### config.mk
export PLATFORM = sky130hd
export DESIGN_NAME = pll_lock_sequencer_flat
export DESIGN_NICKNAME = d
export VERILOG_FILES = /design/src/rtl/pll_lock_sequencer_if.sv /design/src/rtl/pll_lock_sequencer.sv /design/src/flat_wrapper.sv
export SDC_FILE = /design/constraint.sdc
export NUM_CORES = 1
export LEC_CHECK = 0
export BUFFER_PORTS_ARGS = -buffer_cell sky130_fd_sc_hd__buf_2
export CAP_MARGIN = 20
export CORE_MARGIN = 2
export CORE_UTILIZATION = 30
export DETAILED_ROUTE_END_ITERATION = 10
export GPL_TIMING_DRIVEN = 0
export REMOVE_ABC_BUFFERS = 1
export SYNTH_ARGS = -nofsm -noshare
export SYNTH_HDL_FRONTEND = slang
export SYNTH_SLANG_ARGS = --single-unit
export TNS_END_PERCENT = 30
### constraint.sdc
create_clock -name clk -period 4 [get_ports clk]
set_clock_uncertainty 0.2 [all_clocks]
set_input_delay 0.8 -clock clk [delete_from_list [all_inputs] [get_ports clk]]
set_output_delay 0.8 -clock clk [all_outputs]
set_load 0.05 [all_outputs]
### src/rtl/pll_lock_sequencer_if.sv
// Control and status bundle between the PLL lock sequencer and the surrounding clocking logic.
interface pll_lock_sequencer_if;
    logic       pll_lock;
    logic       relock_req;
    logic       pll_reset;
    logic       sys_rst_n;
    logic       pll_ready;
    logic       pll_fail;
    logic [7:0] retry_cnt;
    logic [7:0] lost_cnt;

    modport master (
        input  pll_lock,
        input  relock_req,
        output pll_reset,
        output sys_rst_n,
        output pll_ready,
        output pll_fail,
        output retry_cnt,
        output lost_cnt
    );

    modport slave (
        output pll_lock,
        output relock_req,
        input  pll_reset,
        input  sys_rst_n,
        input  pll_ready,
        input  pll_fail,
        input  retry_cnt,
        input  lost_cnt
    );
endinterface

### src/rtl/pll_lock_sequencer.sv
// Drives the rPLL reset, filters its LOCK output and holds the downstream reset until lock is stable.
// Re-locks on loss of lock or request; gives up into FAIL after MAX_RETRIES lock timeouts.
module pll_lock_sequencer #(
    parameter int RESET_CYCLES        = 16,
    parameter int LOCK_STABLE_CYCLES  = 1024,
    parameter int LOCK_TIMEOUT_CYCLES = 65536,
    parameter int MAX_RETRIES         = 7
) (
    input  logic                 clk,
    input  logic                 rst_n,
    pll_lock_sequencer_if.master bus
);
    localparam int MAX_AB  = (RESET_CYCLES > LOCK_STABLE_CYCLES) ? RESET_CYCLES : LOCK_STABLE_CYCLES;
    localparam int MAX_CYC = (MAX_AB > LOCK_TIMEOUT_CYCLES) ? MAX_AB : LOCK_TIMEOUT_CYCLES;
    localparam int CW      = (MAX_CYC > 1) ? $clog2(MAX_CYC) : 1;
    // One spare count above the limit: WAIT_LOCK may hand over to STABLE exactly at the limit.
    localparam int TW      = $clog2(LOCK_TIMEOUT_CYCLES + 1);

    localparam logic [CW-1:0] RST_LAST  = CW'(RESET_CYCLES - 1);
    localparam logic [CW-1:0] STB_LAST  = CW'(LOCK_STABLE_CYCLES - 1);
    localparam logic [TW-1:0] TMO_LAST  = TW'(LOCK_TIMEOUT_CYCLES - 1);
    localparam logic [7:0]    RETRY_MAX = 8'(MAX_RETRIES);

    typedef enum logic [2:0] {
        S_RESET,
        S_WAIT_LOCK,
        S_STABLE,
        S_RUN,
        S_FAIL
    } state_t;

    state_t          r_state;
    state_t          w_state_nxt;
    logic            r_lock_meta;
    logic            r_lock_s;
    logic [CW-1:0]   r_cnt;
    logic [CW-1:0]   w_cnt_nxt;
    logic [TW-1:0]   r_tmo;
    logic [TW-1:0]   w_tmo_nxt;
    logic [7:0]      r_retry_cnt;
    logic [7:0]      w_retry_nxt;
    logic [7:0]      r_lost_cnt;
    logic [7:0]      w_lost_nxt;
    logic [7:0]      w_retry_inc;
    logic            w_timeout;

    always_ff @(posedge clk or negedge rst_n) begin
        if (!rst_n) begin
            r_lock_meta <= 1'b0;
            r_lock_s    <= 1'b0;
        end else begin
            r_lock_meta <= bus.pll_lock;
            r_lock_s    <= r_lock_meta;
        end
    end

    always_ff @(posedge clk or negedge rst_n) begin
        if (!rst_n) begin
            r_state     <= S_RESET;
            r_cnt       <= '0;
            r_tmo       <= '0;
            r_retry_cnt <= '0;
            r_lost_cnt  <= '0;
        end else begin
            r_state     <= w_state_nxt;
            r_cnt       <= w_cnt_nxt;
            r_tmo       <= w_tmo_nxt;
            r_retry_cnt <= w_retry_nxt;
            r_lost_cnt  <= w_lost_nxt;
        end
    end

    always_comb begin
        w_state_nxt = r_state;
        w_cnt_nxt   = r_cnt;
        w_tmo_nxt   = r_tmo;
        w_retry_nxt = r_retry_cnt;
        w_lost_nxt  = r_lost_cnt;
        w_retry_inc = r_retry_cnt + 8'd1;
        w_timeout   = 1'b0;

        case (r_state)
            S_RESET: begin
                if (r_cnt == RST_LAST) begin
                    w_state_nxt = S_WAIT_LOCK;
                    w_cnt_nxt   = '0;
                    w_tmo_nxt   = '0;
                end else begin
                    w_cnt_nxt = r_cnt + CW'(1);
                end
            end
            S_WAIT_LOCK: begin
                w_tmo_nxt = r_tmo + TW'(1);
                if (r_lock_s) begin
                    w_state_nxt = S_STABLE;
                    w_cnt_nxt   = '0;
                end else if (r_tmo >= TMO_LAST) begin
                    w_timeout = 1'b1;
                end
            end
            S_STABLE: begin
                // Timeout outranks both a glitch and a completed stability count.
                w_tmo_nxt = r_tmo + TW'(1);
                if (r_tmo >= TMO_LAST) begin
                    w_timeout = 1'b1;
                end else if (!r_lock_s) begin
                    w_state_nxt = S_WAIT_LOCK;
                    w_cnt_nxt   = '0;
                end else if (r_cnt == STB_LAST) begin
                    w_state_nxt = S_RUN;
                    w_retry_nxt = '0;
                end else begin
                    w_cnt_nxt = r_cnt + CW'(1);
                end
            end
            S_RUN: begin
                if (!r_lock_s) begin
                    w_state_nxt = S_RESET;
                    w_cnt_nxt   = '0;
                    if (r_lost_cnt != 8'hFF) begin
                        w_lost_nxt = r_lost_cnt + 8'd1;
                    end
                end else if (bus.relock_req) begin
                    w_state_nxt = S_RESET;
                    w_cnt_nxt   = '0;
                end
            end
            S_FAIL: begin
                w_state_nxt = S_FAIL;
            end
            default: begin
                w_state_nxt = S_RESET;
                w_cnt_nxt   = '0;
            end
        endcase

        if (w_timeout) begin
            w_retry_nxt = w_retry_inc;
            w_cnt_nxt   = '0;
            w_tmo_nxt   = '0;
            w_state_nxt = (w_retry_inc == RETRY_MAX) ? S_FAIL : S_RESET;
        end
    end

    assign bus.pll_reset = (r_state == S_RESET) || (r_state == S_FAIL);
    assign bus.sys_rst_n = (r_state == S_RUN);
    assign bus.pll_ready = (r_state == S_RUN);
    assign bus.pll_fail  = (r_state == S_FAIL);
    assign bus.retry_cnt = r_retry_cnt;
    assign bus.lost_cnt  = r_lost_cnt;
endmodule
### src/flat_wrapper.sv
// flat-port wrapper written by rule: the top's interface ports become plain ports
module pll_lock_sequencer_flat 
#(
    parameter int RESET_CYCLES        = 16,
    parameter int LOCK_STABLE_CYCLES  = 1024,
    parameter int LOCK_TIMEOUT_CYCLES = 65536,
    parameter int MAX_RETRIES         = 7
)
  (clk, rst_n, bus_pll_lock, bus_relock_req, bus_pll_reset, bus_sys_rst_n, bus_pll_ready, bus_pll_fail, bus_retry_cnt, bus_lost_cnt);
  pll_lock_sequencer_if bus_i ();
  input  logic clk;
  input  logic rst_n;
  input wire logic [$bits(bus_i.pll_lock)-1:0] bus_pll_lock;
  input wire logic [$bits(bus_i.relock_req)-1:0] bus_relock_req;
  output wire logic [$bits(bus_i.pll_reset)-1:0] bus_pll_reset;
  output wire logic [$bits(bus_i.sys_rst_n)-1:0] bus_sys_rst_n;
  output wire logic [$bits(bus_i.pll_ready)-1:0] bus_pll_ready;
  output wire logic [$bits(bus_i.pll_fail)-1:0] bus_pll_fail;
  output wire logic [$bits(bus_i.retry_cnt)-1:0] bus_retry_cnt;
  output wire logic [$bits(bus_i.lost_cnt)-1:0] bus_lost_cnt;
  assign bus_i.pll_lock = bus_pll_lock;
  assign bus_i.relock_req = bus_relock_req;
  assign bus_pll_reset = bus_i.pll_reset;
  assign bus_sys_rst_n = bus_i.sys_rst_n;
  assign bus_pll_ready = bus_i.pll_ready;
  assign bus_pll_fail = bus_i.pll_fail;
  assign bus_retry_cnt = bus_i.retry_cnt;
  assign bus_lost_cnt = bus_i.lost_cnt;
  pll_lock_sequencer #(.RESET_CYCLES(RESET_CYCLES), .LOCK_STABLE_CYCLES(LOCK_STABLE_CYCLES), .LOCK_TIMEOUT_CYCLES(LOCK_TIMEOUT_CYCLES), .MAX_RETRIES(MAX_RETRIES)) u_core (.clk(clk), .rst_n(rst_n), .bus(bus_i));
endmodule
==> results.md <==
- RR Startpoint: u_core.r_tmo[0]
- Via Count: 2,604
- Die ar.: 10,840 sq um
- Pwr dens: 526.2 nW/um^2
- Total number of H-tree levels: 2
- Final slew viol count: 0
- # rows: 36
- Total Power: 1.796 mW
- Post-synthesis cell area: 3008 sq um
- Critical Path, Cell by Cell: ha_1 -> nand3_1 -> nor3_1 -> nand2_1 -> nor2_1 -> ha_1 -> nor2_1 -> nand2_1 -> and4b_4 -> or2_1 -> or4_4 -> a21oi_2
- Diodes inserted: 0
- FMAX: 297.4 MHz
- Commonest non-fill, non-tap cell in the layout: dfrtp_1
- Remaining DRCs: 0
- GRT Total Usage: 0.1235
- Worst slack at placement: 0.6953 ns
- Crit path time final: 3.363 ns
- Final setup viols: 0
- Antenna violations before repair: 0
- WP data required: 4.04 ns
- Worst Path Max Fanout: 7
- Non-filler instance count after layout: 500
- Largest net degree at the start of global routing: 32
- HP Start: u_core.r_lock_meta
- CTS tree: done
- Clock latency on the worst-skew pair: 0.31 ns
- Hold_ws: 0.1982 ns
- Vias in the first global route: 2,436
- Port-buffer cells: 23
- Most frequent cells in the layout: dfrtp_1, o21ai_0, nand2_1, nor2_1
- Worst Hold Class: reg2reg
- CP delay by family, top: simple AND/OR/NAND/NOR gates
- Starting Density: 0.3077
- Pleak: 1.458 nW
- Die height: 104.1 microns
- Register area: 1351 sq um
- Worst-Margin Slew: 0.8188 ns
- Yosys reg bits: 54
- Avg Inst Size Synth: 8.769 sq um
- Final hold vios: 0
- Placed cells: 492
- Root Buffer: clkbuf_8
- Critical Path AT: 3.40 ns
- Io pins: 24
- Slowest CP cell: or4_4
- Post-synth cell types: 46
- Hold Buf Count CTS: 0
- Routed length per instance: 13.26 microns
- Clk slew on worst S/H paths: 0.10 ns
- Status: complete, no violations
- Initial DRC Count: 127
- EDFF count, synth: 0
- Clock tree buffer depth: 2
- Worst VDD drop: 0.0002236 V
- Critical path endpoint category: flip-flop
- Setup WS post-layout: 0.6374 ns
- Setup Crit Path Kind: reg2reg
- Post-DP HPWL: 4777 microns
- Cells after Synth: 343
- CP Buf/Inv Count: 0
- Worst setup SP type: flip-flop
- CP startpoint: u_core.r_tmo[0]
- Pre-antenna DRT Iters: 4
- Final Core Density: 0.3491
- Routed Antenna Nets: 0
- Ys Warns: 0
- CP peak stage delay: 0.51 ns
- Slew headroom: 0.4516
- Sequential share of the synthesized area: 0.4493
- Post-CTS Setup Inserts: 0
- Num CTS Buffers: 5
- Area Growth Syn to Fin: 13.44%
- Fill count: 1,026
- Core area: 9774 sq um
- Die W: 104.1 microns
- Layout net count: 376
- GP Congestion: 0.8365
- Final period util: 0.8406
- RSZ-0062 raised after global routing: no
- Top_reg_cell synth: dfrtp_1
- Final WL: 6632 microns
- Vias per inst: 5.208
- Max-cap violations: 0
- CTS sink cnt: 54
- Synth async-reset ratio: 1.000
- Footprint of the multi-input gates: 1584 sq um
- Congestion Overflow GR: 0
- Layout cells sized above 1: 0.1253
- First-pass GRT wire length: 11,290 microns
- PostCTS Resize Cnt: 0
[registers in the layout, indices dropped and copies added, names as in the netlist]
name,count
u_core.r_tmo,17
u_core.r_cnt,16
u_core.bus.lost_cnt,8
u_core.bus.retry_cnt,8
u_core.r_state,3
u_core.r_lock_meta,1
u_core.r_lock_s,1
[power breakdown]
group          total [mW]  switching (mW)  internal, mW  leakage, nW
clock               0.363           0.175         0.188       0.0524
combinational       0.744           0.508         0.237        0.672
sequential          0.689          0.0847         0.604        0.734
[routing by layer]
metal,up-vias,GRT usage,routed length (microns)
met5,-,0,0
met4,0,0.03282,67
met3,6,0.02318,174
met2,27,0.2162,3222
met1,1274,0.1560,3167
li1,1297,-,-
[worst paths after layout]
check	slack (ns)	depth (start not counted)	endpoint
worst min register to register	0.20	0	u_core.r_lock_s
max in group asynchronous	2.74	2	u_core.r_state[1]
worst min-delay path	0.20	0	u_core.r_lock_s
worst max-delay path	0.64	12	u_core.r_cnt[11]
worst max register to register	0.64	12	u_core.r_cnt[11]
min in group asynchronous	0.28	1	u_core.r_cnt[2]
[synthesized netlist by cell type, types with 2 or more instances]
master / instances / area share
o22ai_1: 3 / 0.0062
clkbuf_1: 8 / 0.010
o41ai_1: 3 / 0.0087
inv_1: 8 / 0.010
o31ai_1: 14 / 0.035
nor4_1: 3 / 0.0062
nand4_1: 9 / 0.019
nand3b_1: 3 / 0.0075
ha_1: 6 / 0.025
xnor2_1: 6 / 0.017
nor3b_1: 3 / 0.0075
and3_1: 9 / 0.019
nor2_1: 34 / 0.042
nand3_1: 24 / 0.040
or4_4: 2 / 0.0075
and2_1: 2 / 0.0042
nand2_1: 36 / 0.045
nand2b_1: 6 / 0.012
a31o_2: 3 / 0.0087
a21oi_1: 11 / 0.018
o21a_1: 2 / 0.0050
a31oi_1: 5 / 0.010
nor2b_1: 8 / 0.017
xor2_1: 4 / 0.012
nor3_1: 10 / 0.017
nor4b_1: 2 / 0.0058
a32o_1: 2 / 0.0067
o21ai_0: 45 / 0.075
dfrtp_1: 54 / 0.45
buf_2: 2 / 0.0033
[kinds of logic after synthesis]
group / synth area share
compound gates: 0.1901
xor+xnor: 0.02912
fa+ha+maj: 0.02496
buf+inv: 0.02745
flops: 0.4493
mux: 0.003743
simple gates: 0.2754
[area by class of cell]
cell class,count,share of cell area
Multi-Input combinational cell,269,0.4642
Sequential cell,54,0.3960
Timing Repair Buffer,28,0.05097
Tap cell,133,0.04877
Clock buffer,7,0.02237
Clock inverter,1,0.008801
Inverter,8,0.008801
[stage by stage]
stage	instance area, sq um	setup TNS [ns]
global route	3412	0
finish	3412	0
detailed placement	3306	0
CTS	3412	0
global placement	3237	-18.04
floorplan	2955	0
(Power assumes the default switching activity.)
